--- config.mk ---
export PLATFORM = sky130hd
export DESIGN_NAME = simmem_release_arbiter_flat
export DESIGN_NICKNAME = d
export VERILOG_FILES = /design/src/rtl/simmem_release_arbiter_if.sv /design/src/rtl/simmem_release_arbiter.sv /design/src/flat_wrapper.sv
export SDC_FILE = /design/constraint.sdc
export NUM_CORES = 1
export LEC_CHECK = 0
export BUFFER_PORTS_ARGS = -buffer_cell sky130_fd_sc_hd__buf_4
export CAP_MARGIN = 30
export CORE_ASPECT_RATIO = 0.6
export CORE_MARGIN = 2
export CORE_UTILIZATION = 25
export DETAILED_ROUTE_END_ITERATION = 6
export GPL_ROUTABILITY_DRIVEN = 1
export PLACE_DENSITY_LB_ADDON = 0.3
export RECOVER_POWER = 100
export SETUP_SLACK_MARGIN = 0.15
export SYNTH_ARGS = -nofsm -noshare
export SYNTH_HDL_FRONTEND = slang
export SYNTH_SLANG_ARGS = --single-unit
--- constraint.sdc ---
create_clock -name clk_i -period 5.4 [get_ports clk_i]
set_input_delay 0.27 -clock clk_i [delete_from_list [all_inputs] [get_ports clk_i]]
set_output_delay 0.27 -clock clk_i [all_outputs]
set_load 0.02 [all_outputs]
--- src/rtl/simmem_release_arbiter_if.sv ---
// Bundle between the release arbiter and its neighbours: the releaser enables,
// the bank occupancy flags, and the downstream read-data / write-response
// handshakes. The grant counters exist only when SIMMEM_ARB_STATS_EN is defined.
interface simmem_release_arbiter_if #(
  parameter int IDWidth  = 4,
  parameter int CntWidth = 32
);
  localparam int NumIds = 2 ** IDWidth;

  // Read-data channel
  logic [NumIds-1:0]  rd_release_en_i;
  logic [NumIds-1:0]  rd_avail_i;
  logic               rd_last_i;
  logic               rd_out_ready_i;
  logic               rd_out_valid_o;
  logic [IDWidth-1:0] rd_grant_id_o;
  logic               rd_pop_o;

  // Write-response channel
  logic [NumIds-1:0]  wr_release_en_i;
  logic [NumIds-1:0]  wr_avail_i;
  logic               wr_out_ready_i;
  logic               wr_out_valid_o;
  logic [IDWidth-1:0] wr_grant_id_o;
  logic               wr_pop_o;

`ifdef SIMMEM_ARB_STATS_EN
  logic [CntWidth-1:0] rd_grant_cnt_o;
  logic [CntWidth-1:0] wr_grant_cnt_o;
`endif

  if (CntWidth < 1) begin : g_bad_cnt_width
    $error("CntWidth must be at least 1");
  end

  // Arbiter side
  modport slave (
`ifdef SIMMEM_ARB_STATS_EN
    output rd_grant_cnt_o, wr_grant_cnt_o,
`endif
    input  rd_release_en_i, rd_avail_i, rd_last_i, rd_out_ready_i,
    output rd_out_valid_o, rd_grant_id_o, rd_pop_o,
    input  wr_release_en_i, wr_avail_i, wr_out_ready_i,
    output wr_out_valid_o, wr_grant_id_o, wr_pop_o
  );

  // Releaser / bank / downstream side
  modport master (
`ifdef SIMMEM_ARB_STATS_EN
    input  rd_grant_cnt_o, wr_grant_cnt_o,
`endif
    output rd_release_en_i, rd_avail_i, rd_last_i, rd_out_ready_i,
    input  rd_out_valid_o, rd_grant_id_o, rd_pop_o,
    output wr_release_en_i, wr_avail_i, wr_out_ready_i,
    input  wr_out_valid_o, wr_grant_id_o, wr_pop_o
  );
endinterface

--- src/rtl/simmem_release_arbiter.sv ---
// Per-channel round-robin scheduler between the releaser and the message banks.
// An ID is eligible when the releaser has enabled it and its bank holds data.
// Read bursts keep the grant until the last beat; write responses are single.
// Every grant is followed by one idle bubble cycle.
// Optional grant counters: define SIMMEM_ARB_STATS_EN.
module simmem_release_arbiter #(
  parameter int IDWidth  = 4,
  parameter int CntWidth = 32
) (
  input logic                   clk_i,
  input logic                   rst_i,
  simmem_release_arbiter_if.slave bus
);
  localparam int NumIds = 2 ** IDWidth;
  localparam logic [IDWidth-1:0] IdOne  = IDWidth'(1);
  localparam logic [IDWidth-1:0] IdZero = IDWidth'(0);

  typedef enum logic [1:0] {
    RD_IDLE  = 2'd0,
    RD_GRANT = 2'd1,
    RD_LOCK  = 2'd2
  } rd_state_e;

  typedef enum logic {
    WR_IDLE  = 1'b0,
    WR_GRANT = 1'b1
  } wr_state_e;

  // Returns {found, id}: first set bit of elig at or after ptr, wrapping.
  function automatic logic [IDWidth:0] rr_pick(input logic [NumIds-1:0] elig,
                                               input logic [IDWidth-1:0] ptr);
    logic [IDWidth-1:0] idx;
    rr_pick = {1'b0, IdZero};
    // Walk from the farthest offset down so the nearest eligible ID wins.
    for (int i = NumIds - 1; i >= 0; i--) begin
      idx = ptr + IDWidth'(i);
      if (elig[idx]) begin
        rr_pick = {1'b1, idx};
      end
    end
  endfunction

  rd_state_e          rd_state_r;
  logic [IDWidth-1:0] rd_gid_r;
  logic [IDWidth-1:0] rd_ptr_r;
  logic               rd_valid_s;
  logic               rd_hs_s;
  logic [IDWidth:0]   rd_pick_s;

  wr_state_e          wr_state_r;
  logic [IDWidth-1:0] wr_gid_r;
  logic [IDWidth-1:0] wr_ptr_r;
  logic               wr_valid_s;
  logic               wr_hs_s;
  logic [IDWidth:0]   wr_pick_s;

  if (CntWidth < 1) begin : g_bad_cnt_width
    $error("CntWidth must be at least 1");
  end

  // Read valid: always up once granted; inside a burst it follows the bank.
  always_comb begin
    rd_valid_s = 1'b0;
    case (rd_state_r)
      RD_GRANT: rd_valid_s = 1'b1;
      RD_LOCK:  rd_valid_s = bus.rd_avail_i[rd_gid_r];
      default:  rd_valid_s = 1'b0;
    endcase
    rd_hs_s   = rd_valid_s & bus.rd_out_ready_i;
    rd_pick_s = rr_pick(bus.rd_release_en_i & bus.rd_avail_i, rd_ptr_r);
  end

  // Write valid: up for the whole grant, no lock phase.
  always_comb begin
    wr_valid_s = 1'b0;
    case (wr_state_r)
      WR_GRANT: wr_valid_s = 1'b1;
      default:  wr_valid_s = 1'b0;
    endcase
    wr_hs_s   = wr_valid_s & bus.wr_out_ready_i;
    wr_pick_s = rr_pick(bus.wr_release_en_i & bus.wr_avail_i, wr_ptr_r);
  end

  // Read FSM: arbitrate in idle, hold the ID until the burst's last beat leaves.
  always_ff @(posedge clk_i or posedge rst_i) begin
    if (rst_i) begin
      rd_state_r <= RD_IDLE;
      rd_gid_r   <= IdZero;
      rd_ptr_r   <= IdZero;
    end else begin
      case (rd_state_r)
        RD_IDLE: begin
          if (rd_pick_s[IDWidth]) begin
            rd_gid_r   <= rd_pick_s[IDWidth-1:0];
            rd_state_r <= RD_GRANT;
          end else begin
            rd_state_r <= RD_IDLE;
          end
        end
        RD_GRANT, RD_LOCK: begin
          if (rd_hs_s && bus.rd_last_i) begin
            rd_ptr_r   <= rd_gid_r + IdOne;
            rd_state_r <= RD_IDLE;
          end else if (rd_hs_s) begin
            rd_state_r <= RD_LOCK;
          end else begin
            rd_state_r <= rd_state_r;
          end
        end
        default: rd_state_r <= RD_IDLE;
      endcase
    end
  end

  // Write FSM: arbitrate in idle, any handshake ends the grant.
  always_ff @(posedge clk_i or posedge rst_i) begin
    if (rst_i) begin
      wr_state_r <= WR_IDLE;
      wr_gid_r   <= IdZero;
      wr_ptr_r   <= IdZero;
    end else begin
      case (wr_state_r)
        WR_IDLE: begin
          if (wr_pick_s[IDWidth]) begin
            wr_gid_r   <= wr_pick_s[IDWidth-1:0];
            wr_state_r <= WR_GRANT;
          end else begin
            wr_state_r <= WR_IDLE;
          end
        end
        WR_GRANT: begin
          if (wr_hs_s) begin
            wr_ptr_r   <= wr_gid_r + IdOne;
            wr_state_r <= WR_IDLE;
          end else begin
            wr_state_r <= WR_GRANT;
          end
        end
        default: wr_state_r <= WR_IDLE;
      endcase
    end
  end

  assign bus.rd_out_valid_o = rd_valid_s;
  assign bus.rd_grant_id_o  = rd_gid_r;
  assign bus.rd_pop_o       = rd_hs_s;
  assign bus.wr_out_valid_o = wr_valid_s;
  assign bus.wr_grant_id_o  = wr_gid_r;
  assign bus.wr_pop_o       = wr_hs_s;

`ifdef SIMMEM_ARB_STATS_EN
  localparam logic [CntWidth-1:0] CntMax = {CntWidth{1'b1}};
  localparam logic [CntWidth-1:0] CntOne = CntWidth'(1);

  logic [CntWidth-1:0] rd_cnt_r;
  logic [CntWidth-1:0] wr_cnt_r;

  // Saturating counts of completed read bursts and write responses.
  always_ff @(posedge clk_i or posedge rst_i) begin
    if (rst_i) begin
      rd_cnt_r <= {CntWidth{1'b0}};
      wr_cnt_r <= {CntWidth{1'b0}};
    end else begin
      if (rd_hs_s && bus.rd_last_i && (rd_cnt_r != CntMax)) begin
        rd_cnt_r <= rd_cnt_r + CntOne;
      end
      if (wr_hs_s && (wr_cnt_r != CntMax)) begin
        wr_cnt_r <= wr_cnt_r + CntOne;
      end
    end
  end

  assign bus.rd_grant_cnt_o = rd_cnt_r;
  assign bus.wr_grant_cnt_o = wr_cnt_r;
`endif
endmodule

--- src/flat_wrapper.sv ---
// flat-port wrapper written by rule: the top's interface ports become plain ports
module simmem_release_arbiter_flat 
#(
  parameter int IDWidth  = 4,
  parameter int CntWidth = 32
)
  (clk_i, rst_i, bus_rd_release_en_i, bus_rd_avail_i, bus_rd_last_i, bus_rd_out_ready_i, bus_rd_out_valid_o, bus_rd_grant_id_o, bus_rd_pop_o, bus_wr_release_en_i, bus_wr_avail_i, bus_wr_out_ready_i, bus_wr_out_valid_o, bus_wr_grant_id_o, bus_wr_pop_o);
  simmem_release_arbiter_if #(.IDWidth(IDWidth), .CntWidth(CntWidth)) bus_i ();
  input logic clk_i;
  input logic rst_i;
  input wire logic [$bits(bus_i.rd_release_en_i)-1:0] bus_rd_release_en_i;
  input wire logic [$bits(bus_i.rd_avail_i)-1:0] bus_rd_avail_i;
  input wire logic [$bits(bus_i.rd_last_i)-1:0] bus_rd_last_i;
  input wire logic [$bits(bus_i.rd_out_ready_i)-1:0] bus_rd_out_ready_i;
  output wire logic [$bits(bus_i.rd_out_valid_o)-1:0] bus_rd_out_valid_o;
  output wire logic [$bits(bus_i.rd_grant_id_o)-1:0] bus_rd_grant_id_o;
  output wire logic [$bits(bus_i.rd_pop_o)-1:0] bus_rd_pop_o;
  input wire logic [$bits(bus_i.wr_release_en_i)-1:0] bus_wr_release_en_i;
  input wire logic [$bits(bus_i.wr_avail_i)-1:0] bus_wr_avail_i;
  input wire logic [$bits(bus_i.wr_out_ready_i)-1:0] bus_wr_out_ready_i;
  output wire logic [$bits(bus_i.wr_out_valid_o)-1:0] bus_wr_out_valid_o;
  output wire logic [$bits(bus_i.wr_grant_id_o)-1:0] bus_wr_grant_id_o;
  output wire logic [$bits(bus_i.wr_pop_o)-1:0] bus_wr_pop_o;
  assign bus_i.rd_release_en_i = bus_rd_release_en_i;
  assign bus_i.rd_avail_i = bus_rd_avail_i;
  assign bus_i.rd_last_i = bus_rd_last_i;
  assign bus_i.rd_out_ready_i = bus_rd_out_ready_i;
  assign bus_rd_out_valid_o = bus_i.rd_out_valid_o;
  assign bus_rd_grant_id_o = bus_i.rd_grant_id_o;
  assign bus_rd_pop_o = bus_i.rd_pop_o;
  assign bus_i.wr_release_en_i = bus_wr_release_en_i;
  assign bus_i.wr_avail_i = bus_wr_avail_i;
  assign bus_i.wr_out_ready_i = bus_wr_out_ready_i;
  assign bus_wr_out_valid_o = bus_i.wr_out_valid_o;
  assign bus_wr_grant_id_o = bus_i.wr_grant_id_o;
  assign bus_wr_pop_o = bus_i.wr_pop_o;
  simmem_release_arbiter #(.IDWidth(IDWidth), .CntWidth(CntWidth)) u_core (.clk_i(clk_i), .rst_i(rst_i), .bus(bus_i));
endmodule
After elaboration in Yosys (flattened, before gate mapping)
Index checks and enable logic that the tools add are counted.
{"block": "word_totals", "in_bits": 69, "output_inout_bits": 12, "reg_bits": 19, "wordCells": 193}
{"block": "op_classes", "add_sub_neg": 32, "n_bitwise": 5, "n_reduce_logical": 7, "n_eq_ne": 3, "n_mux": 107, "magnitude_cmp": 33}
{"cell": "$lt 4x5->1 const B", "count": 33}
{"cell": "$mux 5", "count": 32}
{"cell": "$bmux 1 s4", "count": 33}
{"cell": "$add 4x4->4 const B", "count": 16}
{"cell": "$mux 1", "count": 37}
{"cell": "$add 4x3->4 const B", "count": 8}
{"cell": "$and 16x16->16", "count": 2}
{"cell": "$add 4x1->4 const B", "count": 4}
{"cell": "$add 4x2->4 const B", "count": 4}
{"cell": "$reduce_and 2->1", "count": 4}
{"cell": "$mux 2", "count": 2}
{"cell": "$pmux 1 s2", "count": 2}
{"cell": "$pmux 2 s2", "count": 1}
{"cell": "$ne 3x1->1 const B", "count": 1}
{"cell": "$and 1x1->1", "count": 2}
{"cell": "$eq 2x1->1 const B", "count": 1}
{"cell": "$eq 2x2->1 const B", "count": 1}
{"cell": "$logic_not 2->1", "count": 1}
{"cell": "$reduce_or 2->1", "count": 1}
{"cell": "$logic_and 1x1->1", "count": 1}
{"cell": "$not 1->1", "count": 1}

Logic depth before layout (Yosys ltp)
Gate-level depths: netlist (run 1).
{"block": "logic_depth", "ltp_word": 21, "depth_mapped": 14, "depth_no_buf": 11}

Worst setup path after synthesis (run 1)
OpenSTA, ideal clock, no wires.
{"block": "synth_timing", "path_kind": "register to register", "from": "reg u_core.wr_ptr_r[0]", "to": "reg u_core.wr_gid_r[3] (netlist: u_core.bus.wr_grant_id_o[3])", "path_slack_ps": 1597, "period_less_slack_ps": 3803, "path_stages_with_launch": 13, "required_ps": 5272, "arrival_time_ps": 3676, "n_path_buf": 3, "setup_time_ps": 128, "path_cell_list": "dfrtp_1 > buf_6 > buf_2 > inv_1 > ha_1 > buf_2 > inv_1 > mux4_2 > mux2_4 > or4b_4 > nor4_4 > nor2_2 > mux2_1"}
{"block": "synth_between", "elab_chain_len": 20, "word_cells_on_any_way": 64, "classes_between": "add/sub (15); mux (48); reduce/logical (1)"}
{"element": "start: declaration", "line": "simmem_release_arbiter.sv:52", "text": "logic [IDWidth-1:0] wr_ptr_r;"}
{"element": "start signal: assignment", "line": "simmem_release_arbiter.sv:120", "text": "wr_ptr_r <= IdZero;"}
{"element": "start signal: assignment", "line": "simmem_release_arbiter.sv:133", "text": "wr_ptr_r <= wr_gid_r + IdOne;"}
{"element": "$add 4x4->4", "line": "simmem_release_arbiter.sv:36", "text": "idx = ptr + IDWidth'(i);"}
{"element": "$bmux 1 s4", "line": "simmem_release_arbiter.sv:37", "text": "if (elig[idx]) begin"}
{"element": "$mux 1 (implied by the code)", "line": "simmem_release_arbiter.sv:37"}
{"element": "$mux 5 (15 in series)", "line": "simmem_release_arbiter.sv:37"}
{"element": "$mux 5 (*)", "line": "simmem_release_arbiter.sv:37"}
{"element": "$reduce_and 2->1 (no source line)"}
{"element": "end signal: assignment", "line": "simmem_release_arbiter.sv:119", "text": "wr_gid_r <= IdZero;"}
{"element": "end signal: assignment", "line": "simmem_release_arbiter.sv:125", "text": "wr_gid_r <= wr_pick_s[IDWidth-1:0];"}
{"element": "end: declaration", "line": "simmem_release_arbiter.sv:51", "text": "logic [IDWidth-1:0] wr_gid_r;"}
Every way passes the cells marked *; elsewhere a longest branch is shown, timed or not. The select of a mux whose other input is x is not followed.
A chain may end at the register's enable or synchronous reset.

Worst setup path in the final report (run 1)
{"block": "layout_timing", "from": "reg u_core.wr_ptr_r[1]", "to": "reg u_core.wr_gid_r[3] (netlist: u_core.bus.wr_grant_id_o[3])"}
The elaborated chain is that of the path after synthesis.

==> results of run 1 <==
## routing by layer
metal  up-vias  share of wire [%]
met5         -                  0
met4         0               0.46
met3         9                 13
met2       350                 32
met1      2746                 54
li1       2686                  -
## cells by family after synthesis
group	after synthesis	synth area share, %
xor gates and xnor gates	25	4.455
adders and majority gates	20	4.617
muxes	117	33.84
AOI/OAI and AO/OA	193	23.18
and+or+nand+nor	228	20.57
buffers and inverters	56	4.570
DFF	19	8.772
## metrics by stage
stage                     worst slack, ns  std cells  util, %  hold slack, ns
final                              0.5962        998    29.68          0.1757
after global routing               0.3458        998    29.68          0.2596
after CTS                           1.007        998    30.08          0.2025
after detailed placement            1.036        994    29.70          0.4745
after global placement              1.087        994    29.70          0.4773
after floorplan                     1.597        658        -          0.2211
## layout make-up
cell class              instances  share of cell area (%)
clock buffers                   3                   1.197
clock inverters                 1                 0.07978
multi-input cells             583                   74.25
flip-flops and latches         19                   7.599
inverters                      25                   1.496
well taps                     279                   5.564
repair buffers                 88                   9.813
## synthesized netlist by cell type (5+ instances only)
| library cell | number | area share [%] |
|---|---|---|
| a211oi_1 | 8 | 1.1 |
| a21oi_1 | 54 | 5.0 |
| a31oi_1 | 6 | 0.69 |
| and2_1 | 13 | 1.5 |
| buf_2 | 12 | 1.1 |
| clkbuf_1 | 12 | 0.83 |
| dfrtp_1 | 19 | 8.8 |
| ha_1 | 20 | 4.6 |
| inv_1 | 21 | 1.5 |
| mux2_2 | 20 | 4.2 |
| mux2i_1 | 43 | 7.9 |
| mux4_2 | 47 | 20 |
| nand2_1 | 79 | 5.5 |
| nand3_1 | 38 | 3.5 |
| nand3b_1 | 8 | 1.1 |
| nand4_1 | 5 | 0.58 |
| nor2_1 | 39 | 2.7 |
| nor2b_1 | 6 | 0.69 |
| nor3_1 | 15 | 1.4 |
| o211ai_1 | 8 | 1.1 |
| o21a_1 | 5 | 0.69 |
| o21ai_0 | 42 | 3.9 |
| o21ai_2 | 5 | 0.81 |
| o22a_1 | 5 | 0.81 |
| o22ai_1 | 9 | 1.0 |
| xnor2_1 | 16 | 2.6 |
| xor2_1 | 6 | 0.97 |
## cell usage in the layout, fill, tap and decap left out, types with 12 or more instances in the layout
cell type / Yosys / final
ha_1: 20 / 20
inv_1: 21 / 22
clkbuf_1: 12 / 12
mux2_2: 20 / 19
buf_4: 2 / 75
xnor2_1: 16 / 16
mux2i_1: 43 / 43
a21oi_1: 54 / 54
mux4_2: 47 / 47
o21ai_0: 42 / 42
nand2_1: 79 / 79
dfrtp_1: 19 / 18
nor2_1: 39 / 40
nand3_1: 38 / 38
nor3_1: 15 / 15
## flip-flops by register name (all words and copies together) (netlist names)
name                      flops
u_core.wr_ptr_r               4
u_core.wr_state_r             1
u_core.bus.rd_grant_id_o      4
u_core.rd_state_r             2
u_core.rd_ptr_r               4
u_core.bus.wr_grant_id_o      4
## worst max-delay path, cell delays in order, from the launching register on
cell and delay, ns:
dfrtp_1 0.68, inv_1 0.47, ha_1 0.55, inv_1 0.37, mux4_2 0.64, mux2_1 0.42, or4b_4 0.56, nor4_1 0.42
nor2_1 0.22, mux2_1 0.35
## worst paths after layout
check	slack, ns	start	endpoint	cells after the start
hold reg to reg	0.59	u_core.bus.wr_grant_id_o[3]$_DFFE_PP0P_	u_core.bus.wr_grant_id_o[3]$_DFFE_PP0P_	1
min in group clk_i	0.53	bus_rd_last_i	u_core.rd_state_r[1]$_DFFE_PP0P_	4
max in group asynchronous	4.67	rst_i	u_core.rd_ptr_r[0]$_DFFE_PP0P_	2
setup / recovery	0.60	u_core.wr_ptr_r[1]$_DFFE_PP0P_	u_core.bus.wr_grant_id_o[3]$_DFFE_PP0P_	9
setup reg to reg	0.60	u_core.wr_ptr_r[1]$_DFFE_PP0P_	u_core.bus.wr_grant_id_o[3]$_DFFE_PP0P_	9
hold / removal	0.18	rst_i	u_core.rd_state_r[1]$_DFFE_PP0P_	2
==> flow_summary.ini, run 1 <==
[routing]
wl_um = 21000
vias = 5791
route.detailed.drc = 0
avgRoutedWirePerCell_um = 21.04
first_pass_iters = 5
via_per_inst = 5.803
antenna_left = 0
drt-initial-drc-count = 606

[floorplanning]
die_h_um = 118.1
pin_count = 81
die_w_um = 194.1
rows = 41
core_um2 = 21140
initial_utilization_pct = 25.65
die_area_um2 = 22910

[logic_synthesis]
avgSynthCellArea_um2 = 8.237
synth_nets = 747
synthArstFlopShare_pct = 100.0
yosysSeqAreaShare_pct = 8.772
yosys_register_bits = 19
synth-main-ff-cell = dfrtp_1
synth-edff-count = 0
synth_cell_types = 76
syn_area_um2 = 5420
ys.warnings.count = 0
syn_inst = 658

[sta]
fin_crit_sh_pct = 88.96
slew_headroom_pct = 40.16
rsz0062_at_grt = no
hold_viol = 0
tns_ns = 0
clock_skew_ns = 0.006287
worstMarginPinSlew_ns = 0.8879
finalSetupViolations = 0
slew_violations = 0
min_period_ns = 4.804
max_freq_mhz = 208.2

[clock_tree]
numCtsBuffers = 3
clockBufferDepth = 2
insertion_delay_ns = 0.25
ctsRootBufferMaster = clkbuf_16
postCtsSetupBuffers = 0
cts_tree = done
htree_num_levels = 1
clkTransAtPathRegs_ns = 0.06
cts_hold_buf = 0
cts.sink_count = 19
post_cts_resized = 0

[cells_and_area]
syn_to_final_growth_pct = 15.74
fill_cells = 2273
regArea_um2 = 476.7
drive_gt1_share_pct = 23.09
final_area_um2 = 6274
multi_input_area_um2 = 4658
fin_nets = 809
antenna_cells = 0

[critical_path]
cp_max_fo = 15
cp.arrival_ns = 4.94
cp-end-kind = register
crit_path_start_kind = register
crit_type = register to register
required_ns = 5.54

[global_routing]
grt.busiest_layer = met1
antenna_found_initial = 0
track_usage_pct = 17.67
grt_pass1_vias = 5026
gr-usage-met3_pct = 5.960
met2_usage_pct = 18.79
grt.overflow.total = 0
grt_pass1_wl_um = 31640
grt_use_met1_pct = 31.50
grt_max_degree = 57

[placed_design]
port_buffers = 80
dp_hpwl_um = 17310
place_area_um2 = 6277
gp_congestion = 1.004

[hold_path]
hold_class = primary input to async pin

[job]
cap_violations = 0

[status]
status = finished clean
Power of run 1 is left out: the tool's default activity adds up to more than one toggle a clock period on the data nets, which glitch-free logic cannot reach.
==> inputs of run 2 (changes only) <==
- ABC_AREA: unset -> 1
==> run 2 against run 1 <==
Effect of this change: wire length fell by 16%; register-to-register slack improved by 0.23 ns; non-clock buffer count fell by 3; critical path depth rose by 9; hold slack got worse by 0.021 ns; synthesized area fell by 14%; global-route usage fell by 0.31 points; synthesized cell count rose by 35%; sequential share of layout area rose by 1.1 points.
==> flow_summary.ini, run 2 <==
[sta]
slew_headroom_pct = 27.33
rsz0062_at_grt = no
fin_crit_sh_pct = 84.79
finalSetupViolations = 0
worstMarginPinSlew_ns = 1.090
tns_ns = 0
hold_viol = 0
clock_skew_ns = 0.007316
slew_violations = 0
min_period_ns = 4.579
max_freq_mhz = 218.4

[global_routing]
track_usage_pct = 17.37
grt.overflow.total = 0
grt_max_degree = 36
grt_pass1_wl_um = 27430
antenna_found_initial = 0
grt_pass1_vias = 4910

[cells_and_area]
drive_gt1_share_pct = 12.07
antenna_cells = 0
utilization_pct = 29.98
fill_cells = 2080
syn_to_final_growth_pct = 16.69
fin_nets = 1043
final_cell_mix = 330 x nand2_1, 127 x nand3_1, 96 x inv_1, 71 x buf_4, 65 x a21oi_1
final_common_cell = nand2_1

[status]
status = finished clean

[routing]
wl_um = 17570
route.detailed.drc = 0
drt-initial-drc-count = 681
antenna_left = 0
vias = 5801
via_per_inst = 4.863
avgRoutedWirePerCell_um = 14.72
first_pass_iters = 5

[job]
cap_violations = 0

[clock_tree]
cts.sink_count = 19
post_cts_resized = 0
clockBufferDepth = 2
clkTransAtPathRegs_ns = 0.06
ctsRootBufferMaster = clkbuf_16
cts_hold_buf = 0
numCtsBuffers = 3
postCtsSetupBuffers = 0
cts_tree = done
insertion_delay_ns = 0.25
htree_num_levels = 1

[logic_synthesis]
synth_area_leaders = nand2_1 26%, nand3_1 14%, dfrtp_1 10%
syn_inst = 889
yosysTopAreaCell = nand2_1
synth_common_cells = 329 x nand2_1, 127 x nand3_1, 95 x inv_1, 65 x a21oi_1, 54 x nor2_1
yosysSeqAreaShare_pct = 10.16
synth_top_area_share_pct = 26.40
synth_cell_types = 44
synth_most_common_cell = nand2_1
yosys_register_bits = 19
synth-edff-count = 0
avgSynthCellArea_um2 = 5.262
synth_nets = 978
synth-main-ff-cell = dfrtp_1
ys.warnings.count = 0
syn_area_um2 = 4678
synthArstFlopShare_pct = 100.0

[critical_path]
crit_type = register to register
cp.arrival_ns = 4.71
path_cells = buf_4 -> inv_1 -> ha_1 -> inv_1 -> nand3_1 -> nand2_1 -> a21oi_1 -> nor2_1 -> nor2_1 -> inv_2 -> nor4_2 -> nand4_1 -> nor2_1 -> nand4_1 -> nand2_2 -> inv_1 -> nor2_1 -> a21oi_1
cp_slowest_cell = ha_1
required_ns = 5.53
crit_path_start_kind = register
crit_buf_inv = 5
crit_family = buffers and inverters
cp_max_fo = 29
cpPeakStageDelay_ns = 0.88
cp-end-kind = register
cp_common_cell = nor2_1

[placed_design]
dp_hpwl_um = 14520
gp_congestion = 1.008
port_buffers = 80

[floorplanning]
pin_count = 81
die_w_um = 180.6
die_h_um = 110.0
core_um2 = 18210
rows = 38
die_area_um2 = 19860
initial_utilization_pct = 25.69

[hold_path]
hold_class = primary input to async pin
[run 2: layout make-up]
class	count	area [µm²]	share of cell area (%)
Clock inverter	1	7.507	0.1375
Timing Repair Buffer	85	589.3	10.80
Multi-Input combinational cell	730	3577	65.53
Inverter	115	434.2	7.953
Tap cell	240	300.3	5.501
Clock buffer	3	75.07	1.375
Sequential cell	19	475.5	8.710
[run 2: routing by layer]
metal	GRT usage (%)	vias up	wire length [µm]
met3	5.366	9	2236
met5	0	-	0
li1	-	3001	-
met4	1.613	0	95
met1	28.97	2516	9609
met2	20.69	275	5624
[run 2: final timing paths]
kind                                                               from                                      end  slack (ns)  cells after the start
worst min-delay path                                              rst_i  u_core.bus.wr_grant_id_o[3]$_DFFE_PP0P_        0.15                      2
worst min register to register  u_core.bus.wr_grant_id_o[1]$_DFFE_PP0P_  u_core.bus.wr_grant_id_o[1]$_DFFE_PP0P_        0.54                      2
worst max register to register           u_core.rd_ptr_r[0]$_DFFE_PP0P_  u_core.bus.rd_grant_id_o[3]$_DFFE_PP0P_        0.82                     18
worst max-delay path                     u_core.rd_ptr_r[0]$_DFFE_PP0P_  u_core.bus.rd_grant_id_o[3]$_DFFE_PP0P_        0.82                     18
min in group clk_i                                   bus_wr_out_ready_i              u_core.wr_state_r$_DFF_PP0_        0.23                      2
max in group asynchronous                                         rst_i           u_core.rd_ptr_r[2]$_DFFE_PP0P_        4.75                      2
[run 2: cell families after synthesis]
family	count (synthesis)	share of synthesized area, %
simple gates	544	49.21
compound gates	146	17.09
buf+inv	140	13.32
xor+xnor	20	4.868
fa+ha+maj	20	5.349
flops	19	10.16
[run 2: metrics by stage]
step | instance area (µm²) | setup WS [ns] | std cells | hold WS [ns]
2_1_floorplan | 4678 | 2.465 | 889 | 0.2211
3_3_place_gp | 5428 | 1.253 | 1189 | 0.4627
3_5_place_dp | 5428 | 1.312 | 1189 | 0.4601
4_1_cts | 5510 | 1.291 | 1193 | 0.1892
5_1_grt | 5459 | 0.4223 | 1193 | 0.2289
6_report | 5459 | 0.8213 | 1193 | 0.1548
Power of run 2 is left out for the same reason.
==> inputs of run 3 (changes only) <==
- clock period: 5.4 -> 4.3 ns (I/O delays scaled with it)
==> run 3 against run 2 <==
Effect of this change: sequential cell count stayed put; wire length rose by 5.9%; fmax rose by 30%; non-clock buffer count up 6; via count up 1.8%; final cell count rose by 0.50%; first-iteration DRC count rose by 1.0%; highest routed layer unchanged; the run now ends with DRC left; register-to-register slack worse by 0.03 ns; die area unchanged; critical endpoint is now u_core.bus.wr_grant_id_o[1]$_DFFE_PP0P_; critical path depth down 2; setup slack lost 0.031 ns.
==> flow_summary.ini, run 3 (synthesis gave the netlist of run 2 again) <==
[sta]
rsz0062_at_grt = no
worstMarginPinSlew_ns = 0.7484
hold_viol = 0
clock_skew_ns = 0.001757
tns_ns = 0
max_freq_mhz = 284.9
min_period_ns = 3.510
finalSetupViolations = 0
slew_headroom_pct = 50.05
fin_ws_ns = 0.7902
slew_violations = 0
fin_crit_sh_pct = 81.62

[clock_tree]
postCtsSetupBuffers = 0
cts_hold_buf = 0
post_cts_resized = 0
ctsRootBufferMaster = clkbuf_16
htree_num_levels = 1
numCtsBuffers = 3
cts_tree = done
clkTransAtPathRegs_ns = 0.05
insertion_delay_ns = 0.25
clockBufferDepth = 2
cts.sink_count = 19

[routing]
top_layer_used = met4
wl_met2_um = 5990
avgRoutedWirePerCell_um = 15.51
route.met3.wl_um = 2220
drt-initial-drc-count = 688
vias = 5907
route.detailed.drc = 12
wl_met1_um = 10320
antenna_left = 0
wl_um = 18600
first_pass_iters = 7
via_per_inst = 4.927

[critical_path]
required_ns = 4.43
cp_common_cell = nand2_1
path_cells = inv_4 -> ha_1 -> inv_1 -> nand2_1 -> nand2_1 -> nor2_1 -> nor2_1 -> nand2_1 -> and2_0 -> nand4_1 -> nor2_1 -> nand4_1 -> nand2_1 -> a21oi_1 -> nand2_1 -> nand2_1
crit_family = simple AND/OR/NAND/NOR gates
cpPeakStageDelay_ns = 0.58
cp.arrival_ns = 3.64
crit_buf_inv = 2
cp_slowest_cell = ha_1
cp_max_fo = 17
crit_type = register to register
cp-end-kind = register
crit_path_start_kind = register

[cells_and_area]
syn_to_final_growth_pct = 17.60
final_common_cell = nand2_1
final_cell_mix = 331 x nand2_1, 127 x nand3_1, 96 x inv_1, 78 x buf_4, 65 x a21oi_1
utilization_pct = 30.21
fin_nets = 1049
final_cells = 1199
drive_gt1_share_pct = 12.51
antenna_cells = 0
fill_cells = 2093

[floorplanning]
die_h_um = 110.0
die_w_um = 180.6
core_um2 = 18210
rows = 38
die_area_um2 = 19860
initial_utilization_pct = 25.69
pin_count = 81

[global_routing]
grt_pass1_wl_um = 28870
grt_max_degree = 35
antenna_found_initial = 0
grt_pass1_vias = 5056
track_usage_pct = 18.60
grt.overflow.total = 0

[placed_design]
dpl.cell_count = 1195
preCtsSetupSlack_ns = 1.043
dp_hpwl_um = 15350
gp_congestion = 0.9442
port_buffers = 80

[job]
cap_violations = 0

[status]
status = complete, but fails checks
violations = DRC

[hold_path]
hold_class = primary input to async pin
[run 3: path summary, 6_finish.rpt]
kind	to	from	depth (start not counted)	slack, ns
max reg2reg	u_core.bus.wr_grant_id_o[1]$_DFFE_PP0P_	u_core.wr_ptr_r[0]$_DFFE_PP0P_	16	0.79
max	u_core.bus.wr_grant_id_o[1]$_DFFE_PP0P_	u_core.wr_ptr_r[0]$_DFFE_PP0P_	16	0.79
max in group asynchronous	u_core.bus.rd_grant_id_o[1]$_DFFE_PP0P_	rst_i	2	3.73
min in group clk_i	u_core.wr_state_r$_DFF_PP0_	bus_wr_out_ready_i	2	0.17
min	u_core.wr_state_r$_DFF_PP0_	rst_i	2	0.10
min reg2reg	u_core.bus.wr_grant_id_o[3]$_DFFE_PP0P_	u_core.bus.wr_grant_id_o[3]$_DFFE_PP0P_	2	0.54
[run 3: stage by stage]
step,hold slack (ns),instance area (µm²)
after global routing,0.1761,5502
after global placement,0.4018,5473
after floorplan,0.1661,4678
after detailed placement,0.4024,5473
final,0.1001,5502
after CTS,0.1402,5552
[run 3: final cells by class]
class,instances,area [µm²],area share [%]
well taps,240,300.3,5.458
repair buffers,91,638.1,11.60
clock buffers,4,78.83,1.433
inverters,115,434.2,7.892
flip-flops and latches,19,475.5,8.642
multi-input cells,730,3575,64.98
[run 3: routing by layer]
layer  GRT usage, %  vias to the layer above
met1          31.86                     2620
met5              0                        -
met4         0.9793                        0
met2          22.27                      262
li1               -                     3019
met3          4.670                        6
Power of run 3 is left out for the same reason.
